### config.mk
export PLATFORM = sky130hd
export DESIGN_NAME = axi_lite_slave_regs_flat
export DESIGN_NICKNAME = d
export VERILOG_FILES = /design/src/rtl/axi_lite_slave_regs_pkg.sv /design/src/rtl/axi_lite_slave_regs_if.sv /design/src/rtl/axi_lite_slave_regs_wr_join.sv /design/src/rtl/axi_lite_slave_regs.sv /design/src/flat_wrapper.sv
export SDC_FILE = /design/constraint.sdc
export NUM_CORES = 1
export LEC_CHECK = 0
export CAP_MARGIN = 30
export CORE_MARGIN = 1
export CORE_UTILIZATION = 45
export DETAILED_ROUTE_END_ITERATION = 8
export HOLD_SLACK_MARGIN = 0.02
export PLACE_DENSITY = 0.76
export SKIP_LAST_GASP = 1
export SLEW_MARGIN = 20
export SYNTH_ARGS = -nofsm -noshare
export SYNTH_HDL_FRONTEND = slang
export SYNTH_SLANG_ARGS = --single-unit
### constraint.sdc
create_clock -name aclk -period 2.8 [get_ports aclk]
set_clock_uncertainty 0.2 [all_clocks]
set_input_delay 0.56 -clock aclk [delete_from_list [all_inputs] [get_ports aclk]]
set_output_delay 0.56 -clock aclk [all_outputs]
set_load 0.01 [all_outputs]
### src/rtl/axi_lite_slave_regs_pkg.sv
// axi_lite_slave_regs_pkg: shared AXI4-Lite types, response codes and FSM states
package axi_lite_slave_regs_pkg;
    localparam int ADDR_WIDTH = 32;
    localparam int DATA_WIDTH = 32;
    localparam int STRB_WIDTH = DATA_WIDTH / 8;
    localparam int ADDR_LSB = 2;
    typedef logic [ADDR_WIDTH-1:0] addr_t;
    typedef logic [DATA_WIDTH-1:0] data_t;
    typedef logic [STRB_WIDTH-1:0] strb_t;
    typedef logic [1:0] resp_t;
    typedef logic [2:0] prot_t;
    localparam resp_t RESP_OKAY = 2'b00;
    localparam resp_t RESP_SLVERR = 2'b10;
    typedef enum logic {W_IDLE, W_RESP} wr_state_t;
    typedef enum logic {R_IDLE, R_DATA} rd_state_t;
    function automatic data_t strb_merge(data_t old_data, data_t new_data, strb_t strb);
        data_t r;
        for (int b = 0; b < STRB_WIDTH; b++)
            r[b*8 +: 8] = strb[b] ? new_data[b*8 +: 8] : old_data[b*8 +: 8];
        return r;
    endfunction
endpackage

### src/rtl/axi_lite_slave_regs_if.sv
// axi_lite_slave_regs_if: AXI4-Lite five-channel bundle with master/slave views
interface axi_lite_slave_regs_if;
    import axi_lite_slave_regs_pkg::*;
    addr_t awaddr;
    prot_t awprot;
    logic awvalid, awready;
    data_t wdata;
    strb_t wstrb;
    logic wvalid, wready;
    resp_t bresp;
    logic bvalid, bready;
    addr_t araddr;
    prot_t arprot;
    logic arvalid, arready;
    data_t rdata;
    resp_t rresp;
    logic rvalid, rready;
    modport master (
        output awaddr, awprot, awvalid, wdata, wstrb, wvalid, bready, araddr, arprot, arvalid, rready,
        input awready, wready, bresp, bvalid, arready, rdata, rresp, rvalid
    );
    modport slave (
        input awaddr, awprot, awvalid, wdata, wstrb, wvalid, bready, araddr, arprot, arvalid, rready,
        output awready, wready, bresp, bvalid, arready, rdata, rresp, rvalid
    );
endinterface

### src/rtl/axi_lite_slave_regs_wr_join.sv
// axi_lite_wr_join: captures AW and W in any order, issues one joined write and owns the B channel
module axi_lite_wr_join
    import axi_lite_slave_regs_pkg::*;
#(
    parameter int NUM_REGS = 8
) (
    input  logic  aclk,
    input  logic  areset_n,
    input  addr_t awaddr,
    input  logic  awvalid,
    output logic  awready,
    input  data_t wdata,
    input  strb_t wstrb,
    input  logic  wvalid,
    output logic  wready,
    output resp_t bresp,
    output logic  bvalid,
    input  logic  bready,
    output logic  wr_valid,
    output addr_t wr_addr,
    output data_t wr_data,
    output strb_t wr_strb
);
    wr_state_t state, state_n;
    logic live, aw_held, w_held, wr_hit;
    addr_t aw_q;
    data_t wd_q;
    strb_t ws_q;
    // live holds the readies low until the first edge after reset releases
    always_comb begin
        awready = live && state == W_IDLE && !aw_held;
        wready = live && state == W_IDLE && !w_held;
        bvalid = state == W_RESP;
        wr_addr = aw_held ? aw_q : awaddr;
        wr_data = w_held ? wd_q : wdata;
        wr_strb = w_held ? ws_q : wstrb;
        wr_valid = (aw_held || (awvalid && awready)) && (w_held || (wvalid && wready));
        wr_hit = wr_addr[ADDR_WIDTH-1:ADDR_LSB] < (ADDR_WIDTH-ADDR_LSB)'(NUM_REGS);
        state_n = wr_valid ? W_RESP : (bvalid && bready) ? W_IDLE : state;
    end
    always_ff @(posedge aclk or negedge areset_n) begin
        if (!areset_n) begin
            state <= W_IDLE;
            live <= 1'b0;
            aw_held <= 1'b0;
            w_held <= 1'b0;
            aw_q <= '0;
            wd_q <= '0;
            ws_q <= '0;
            bresp <= RESP_OKAY;
        end else begin
            state <= state_n;
            live <= 1'b1;
            aw_held <= !wr_valid && (aw_held || (awvalid && awready));
            w_held <= !wr_valid && (w_held || (wvalid && wready));
            if (awvalid && awready) aw_q <= awaddr;
            if (wvalid && wready) begin
                wd_q <= wdata;
                ws_q <= wstrb;
            end
            if (wr_valid) bresp <= wr_hit ? RESP_OKAY : RESP_SLVERR;
        end
    end
endmodule

### src/rtl/axi_lite_slave_regs.sv
// axi_lite_slave_regs: AXI4-Lite slave terminating into NUM_REGS 32-bit registers
// Optional reg_wr_pulse output enabled by AXI_LITE_SLAVE_REGS_WR_PULSE_EN.
module axi_lite_slave_regs
    import axi_lite_slave_regs_pkg::*;
#(
    parameter int    NUM_REGS    = 8,
    parameter data_t RESET_VALUE = 32'h0
) (
    input  logic                     aclk,
    input  logic                     areset_n,
    axi_lite_slave_regs_if.slave     bus,
`ifdef AXI_LITE_SLAVE_REGS_WR_PULSE_EN
    output logic [NUM_REGS-1:0]      reg_wr_pulse,
`endif
    output logic [NUM_REGS*32-1:0]   reg_q
);
    localparam int IW = ADDR_WIDTH - ADDR_LSB;
    logic wr_valid, live, ar_hit, unused_bits;
    addr_t wr_addr;
    data_t wr_data, rd_word;
    strb_t wr_strb;
    logic [IW-1:0] wr_idx, ar_idx;
    rd_state_t rstate, rstate_n;
    axi_lite_wr_join #(.NUM_REGS(NUM_REGS)) u_wr_join (
        .aclk(aclk), .areset_n(areset_n),
        .awaddr(bus.awaddr), .awvalid(bus.awvalid), .awready(bus.awready),
        .wdata(bus.wdata), .wstrb(bus.wstrb), .wvalid(bus.wvalid), .wready(bus.wready),
        .bresp(bus.bresp), .bvalid(bus.bvalid), .bready(bus.bready),
        .wr_valid(wr_valid), .wr_addr(wr_addr), .wr_data(wr_data), .wr_strb(wr_strb)
    );
    assign unused_bits = ^{bus.awprot, bus.arprot, wr_addr[ADDR_LSB-1:0], bus.araddr[ADDR_LSB-1:0]};
    assign wr_idx = wr_addr[ADDR_WIDTH-1:ADDR_LSB];
    assign ar_idx = bus.araddr[ADDR_WIDTH-1:ADDR_LSB];
    always_ff @(posedge aclk or negedge areset_n) begin
        if (!areset_n) reg_q <= {NUM_REGS{RESET_VALUE}};
        else
            for (int i = 0; i < NUM_REGS; i++)
                if (wr_valid && wr_idx == IW'(i))
                    reg_q[i*32 +: 32] <= strb_merge(reg_q[i*32 +: 32], wr_data, wr_strb);
    end
`ifdef AXI_LITE_SLAVE_REGS_WR_PULSE_EN
    always_ff @(posedge aclk or negedge areset_n) begin
        if (!areset_n) reg_wr_pulse <= '0;
        else
            for (int i = 0; i < NUM_REGS; i++)
                reg_wr_pulse[i] <= wr_valid && wr_idx == IW'(i) && |wr_strb;
    end
`endif
    // rd_word samples the flops before this edge's write lands, so a same-edge read sees old data
    always_comb begin
        rd_word = '0;
        for (int i = 0; i < NUM_REGS; i++)
            if (ar_idx == IW'(i)) rd_word = reg_q[i*32 +: 32];
        ar_hit = ar_idx < IW'(NUM_REGS);
        bus.arready = live && rstate == R_IDLE;
        bus.rvalid = rstate == R_DATA;
        rstate_n = (bus.arvalid && bus.arready) ? R_DATA : (bus.rvalid && bus.rready) ? R_IDLE : rstate;
    end
    always_ff @(posedge aclk or negedge areset_n) begin
        if (!areset_n) begin
            rstate <= R_IDLE;
            live <= 1'b0;
            bus.rdata <= '0;
            bus.rresp <= RESP_OKAY;
        end else begin
            rstate <= rstate_n;
            live <= 1'b1;
            if (bus.arvalid && bus.arready) begin
                bus.rdata <= rd_word;
                bus.rresp <= ar_hit ? RESP_OKAY : RESP_SLVERR;
            end
        end
    end
endmodule

### src/flat_wrapper.sv
// flat-port wrapper written by rule: the top's interface ports become plain ports
module axi_lite_slave_regs_flat import axi_lite_slave_regs_pkg::*;
#(
    parameter int    NUM_REGS    = 8,
    parameter data_t RESET_VALUE = 32'h0
)
  (aclk, areset_n, reg_q, bus_awaddr, bus_awprot, bus_awvalid, bus_wdata, bus_wstrb, bus_wvalid, bus_bready, bus_araddr, bus_arprot, bus_arvalid, bus_rready, bus_awready, bus_wready, bus_bresp, bus_bvalid, bus_arready, bus_rdata, bus_rresp, bus_rvalid);
  axi_lite_slave_regs_if bus_i ();
  input  logic aclk;
  input  logic areset_n;
  output logic [NUM_REGS*32-1:0] reg_q;
  input wire logic [$bits(bus_i.awaddr)-1:0] bus_awaddr;
  input wire logic [$bits(bus_i.awprot)-1:0] bus_awprot;
  input wire logic [$bits(bus_i.awvalid)-1:0] bus_awvalid;
  input wire logic [$bits(bus_i.wdata)-1:0] bus_wdata;
  input wire logic [$bits(bus_i.wstrb)-1:0] bus_wstrb;
  input wire logic [$bits(bus_i.wvalid)-1:0] bus_wvalid;
  input wire logic [$bits(bus_i.bready)-1:0] bus_bready;
  input wire logic [$bits(bus_i.araddr)-1:0] bus_araddr;
  input wire logic [$bits(bus_i.arprot)-1:0] bus_arprot;
  input wire logic [$bits(bus_i.arvalid)-1:0] bus_arvalid;
  input wire logic [$bits(bus_i.rready)-1:0] bus_rready;
  output wire logic [$bits(bus_i.awready)-1:0] bus_awready;
  output wire logic [$bits(bus_i.wready)-1:0] bus_wready;
  output wire logic [$bits(bus_i.bresp)-1:0] bus_bresp;
  output wire logic [$bits(bus_i.bvalid)-1:0] bus_bvalid;
  output wire logic [$bits(bus_i.arready)-1:0] bus_arready;
  output wire logic [$bits(bus_i.rdata)-1:0] bus_rdata;
  output wire logic [$bits(bus_i.rresp)-1:0] bus_rresp;
  output wire logic [$bits(bus_i.rvalid)-1:0] bus_rvalid;
  assign bus_i.awaddr = bus_awaddr;
  assign bus_i.awprot = bus_awprot;
  assign bus_i.awvalid = bus_awvalid;
  assign bus_i.wdata = bus_wdata;
  assign bus_i.wstrb = bus_wstrb;
  assign bus_i.wvalid = bus_wvalid;
  assign bus_i.bready = bus_bready;
  assign bus_i.araddr = bus_araddr;
  assign bus_i.arprot = bus_arprot;
  assign bus_i.arvalid = bus_arvalid;
  assign bus_i.rready = bus_rready;
  assign bus_awready = bus_i.awready;
  assign bus_wready = bus_i.wready;
  assign bus_bresp = bus_i.bresp;
  assign bus_bvalid = bus_i.bvalid;
  assign bus_arready = bus_i.arready;
  assign bus_rdata = bus_i.rdata;
  assign bus_rresp = bus_i.rresp;
  assign bus_rvalid = bus_i.rvalid;
  axi_lite_slave_regs #(.NUM_REGS(NUM_REGS), .RESET_VALUE(RESET_VALUE)) u_core (.aclk(aclk), .areset_n(areset_n), .bus(bus_i), .reg_q(reg_q));
endmodule
==> results.txt <==
status: complete, but fails checks
failing checks: negative setup slack
Top Ports: 410
Slew @ Worst Pin: 703 ps
setup violators final: 256
drt total wl: 62.3 mm
Top delay family on crit path: simple AND/OR/NAND/NOR gates
die outline width: 197 um
Worst-Skew Late Latency: 540 ps
Ys Warns: 0
EDFF count, synth: 0
Die ar.: 38700 sq um
Tcrit/Tclk final: 107%
dpl hpwl: 42.8 mm
clk sink count: 361
Fmax: 0.334 GHz
initial antenna violation count: 2
leakage: 10.5 nW
largest net degree at the start of global routing: 67
DP Area: 23100 sq um
Critical Path Start Type: flip-flop
synthesized area: 17100 sq um
total global routing overflow: 0
DR pass1 iterations: 5
WL per Instance: 26.9 um
Total Nets Final: 1893
WHS: 108 ps
Hold Vio Cnt, Final: 0
syn_area_per_cell: 13.2 sq um
RSZ-0062 raised after global routing: true
CP Cell Sequence: or4b_1, or4_4, buf_12, a2111oi_4, buf_4, mux2_2
final core utilization: 67.7%
vias per inst: 5.99
synth unique cells: 51
share of cells above drive strength 1: 34.1%
pwr/cell area: 584 nW/um^2
number of max-cap violations: 0
ys async rst share: 100%
CP peak stage delay: 580 ps
Clock transition at path regs: 60 ps
Primary FF master, synth: dfrtp_1
cells after synthesis: 1297
Critical Path RT: 3030 ps
Initial Util: 46.2%
CTS root buffer: clkbuf_16
Final ANT Viol Nets: 0
worst hold-check path type: primary input to flip-flop
sequential area share after synthesis: 53.0%
Placement Setup Slack: -792 ps
drt drc: 0
CTS tree: done
slowest CP cell: or4_4
core area: 37000 sq um
first-pass GRT wire length: 91.9 mm
Slew Viols, Final: 0
critical-path maximum fanout: 9
vias in the first global route: 14.5k
# rows: 70
Vias: 13.9k
number of port buffers: 397
area grow syn2layout: 46.8%
CP arrival: 3220 ps
Final min period: 3000 ps
CP Buf/Inv Count: 2
Pwr Total: 14.6 mW
Slew HR: 53.1%
number of fill cells: 2707
initial DRC count: 853
post-route cell area: 25000 sq um
Inserted Clock Buffers: 41
worst vdd ir: 0.506 mV
gpl congestion: 0.887
GRT Resource Usage Total: 31.8%
Setup CP Type: flip-flop to flip-flop
Final WS setup: -198 ps
die height: 197 um
CTS H-tree depth: 2
maximum clock path buffer count: 3
#FFs+latches synth: 361
crit end category: flip-flop
[state kept, by name, summed over array words and instances, names as in the netlist]
name and count:
u_core.bus.rdata 32, u_core.bus.rresp 1, u_core.bus.rvalid 1, u_core.live 1, u_core.reg_q 256, u_core.u_wr_join.aw_held 1, u_core.u_wr_join.aw_q 30, u_core.u_wr_join.bresp 1
u_core.u_wr_join.bvalid 1, u_core.u_wr_join.w_held 1, u_core.u_wr_join.wd_q 32, u_core.u_wr_join.ws_q 4
[power by group]
part | leakage (nW) | internal, mW | switching [mW]
clock | 0.723 | 3.57 | 2.22
combinational | 4.90 | 1.21 | 1.59
sequential | 4.88 | 5.73 | 0.303
[worst paths after layout]
kind | startpoint | end | slack, ps | cells after the start
max | u_core.u_wr_join.aw_q[25]$_DFFE_PN0P_ | u_core.reg_q[56]$_DFFE_PN0P_ | -200 | 6
min | bus_awaddr[24] | u_core.u_wr_join.aw_q[24]$_DFFE_PN0P_ | 110 | 2
max reg2reg | u_core.u_wr_join.aw_q[25]$_DFFE_PN0P_ | u_core.reg_q[56]$_DFFE_PN0P_ | -200 | 6
min reg2reg | u_core.bus.rdata[2]$_DFFE_PN0P_ | u_core.bus.rdata[2]$_DFFE_PN0P_ | 280 | 2
max in group asynchronous | areset_n | u_core.u_wr_join.w_held$_DFF_PN0_ | 1220 | 3
min in group asynchronous | areset_n | u_core.reg_q[153]$_DFFE_PN0P_ | 370 | 2
[cell families after synthesis]
family,synth area share (%)
other,0.0440
AND/OR/NAND/NOR,4.52
multiplexers,24.2
flip-flops,53.0
XOR/XNOR,0.0514
AO/OA/AOI/OAI,15.9
buffers and inverters,2.40
[cell usage after synthesis, types with 7 or more instances]
cell type / instances / share of area [%]
dfrtp_1: 361 / 53
mux2_2: 339 / 22
a21oi_1: 88 / 2.6
clkbuf_1: 61 / 1.3
nor2_1: 47 / 1.0
o21ai_0: 44 / 1.3
nand2_1: 43 / 0.95
a2111oi_4: 32 / 5.2
o211ai_1: 31 / 1.4
o22ai_1: 28 / 1.0
a31oi_1: 25 / 0.92
a22oi_1: 23 / 1.0
o22a_1: 23 / 1.2
nor4_1: 19 / 0.70
mux2_4: 16 / 1.4
nor3_1: 12 / 0.35
inv_1: 9 / 0.20
a221oi_1: 8 / 0.41
buf_2: 8 / 0.23
a32oi_1: 7 / 0.36
buf_1: 7 / 0.15
[through the flow]
| stage | setup TNS, ps | cells |
|---|---|---|
| 2_1_floorplan | -95540 | 1298 |
| 3_3_place_gp | -176890 | 2232 |
| 3_5_place_dp | -183480 | 2233 |
| 4_1_cts | -34220 | 2308 |
| 5_1_grt | -47110 | 2315 |
| 6_report | -26120 | 2315 |
[cell type report]
type,count,area (sq um),area share (%)
inverter,10,37.5,0.150
clock buffer,57,1210,4.82
timing repair buffer,523,5620,22.4
tap,504,631,2.52
multi-input combinational,843,8250,33.0
sequential,361,9030,36.1
clock inverter,16,249,0.995
antenna,1,2.50,0.0100
[layout by cell type, fill, tap and decap left out, types with 6 or more instances in the layout]
cell | netlist | routed
clkbuf_8 | 0 | 10
inv_1 | 9 | 9
buf_12 | 1 | 44
buf_4 | 6 | 69
o22ai_1 | 28 | 28
nor2_1 | 47 | 46
dlymetal6s2s_1 | 0 | 10
buf_6 | 1 | 7
bufinv_16 | 0 | 6
mux2_2 | 339 | 211
clkinv_2 | 0 | 7
nor3_1 | 12 | 11
o22a_1 | 23 | 23
a21oi_1 | 88 | 87
or2_2 | 6 | 6
a2111oi_4 | 32 | 32
clkbuf_16 | 0 | 47
a221oi_1 | 8 | 8
nor4_1 | 19 | 15
a32oi_1 | 7 | 7
nand2_1 | 43 | 41
o21ai_0 | 44 | 44
clkdlybuf4s50_1 | 0 | 380
mux2_4 | 16 | 144
o211ai_1 | 31 | 31
dfrtp_1 | 361 | 360
a22oi_1 | 23 | 23
a31oi_1 | 25 | 25
[timing repair]
action / CTS / global route
gates resized for setup: 15 / 78
hold buffers: 1 / 0
buffers inserted: 1 / 0
endpoints found under the setup margin: 256 / 256
pin swaps: 2 / 25
hold endpoints to repair: 58 / 0
cloned: 0 / 5
[routing by layer]
| layer | vias to the layer above | track usage, % | part of all wire, % | wire length, um |
|---|---|---|---|---|
| met5 | - | 0 | 0.021 | 13 |
| met4 | 2 | 11.3 | 3.0 | 1870 |
| met3 | 138 | 7.97 | 9.2 | 5760 |
| met2 | 731 | 52.3 | 48 | 29700 |
| met1 | 7095 | 40.7 | 40 | 25000 |
| li1 | 5897 | - | - | - |
(Power assumes the default switching activity.)
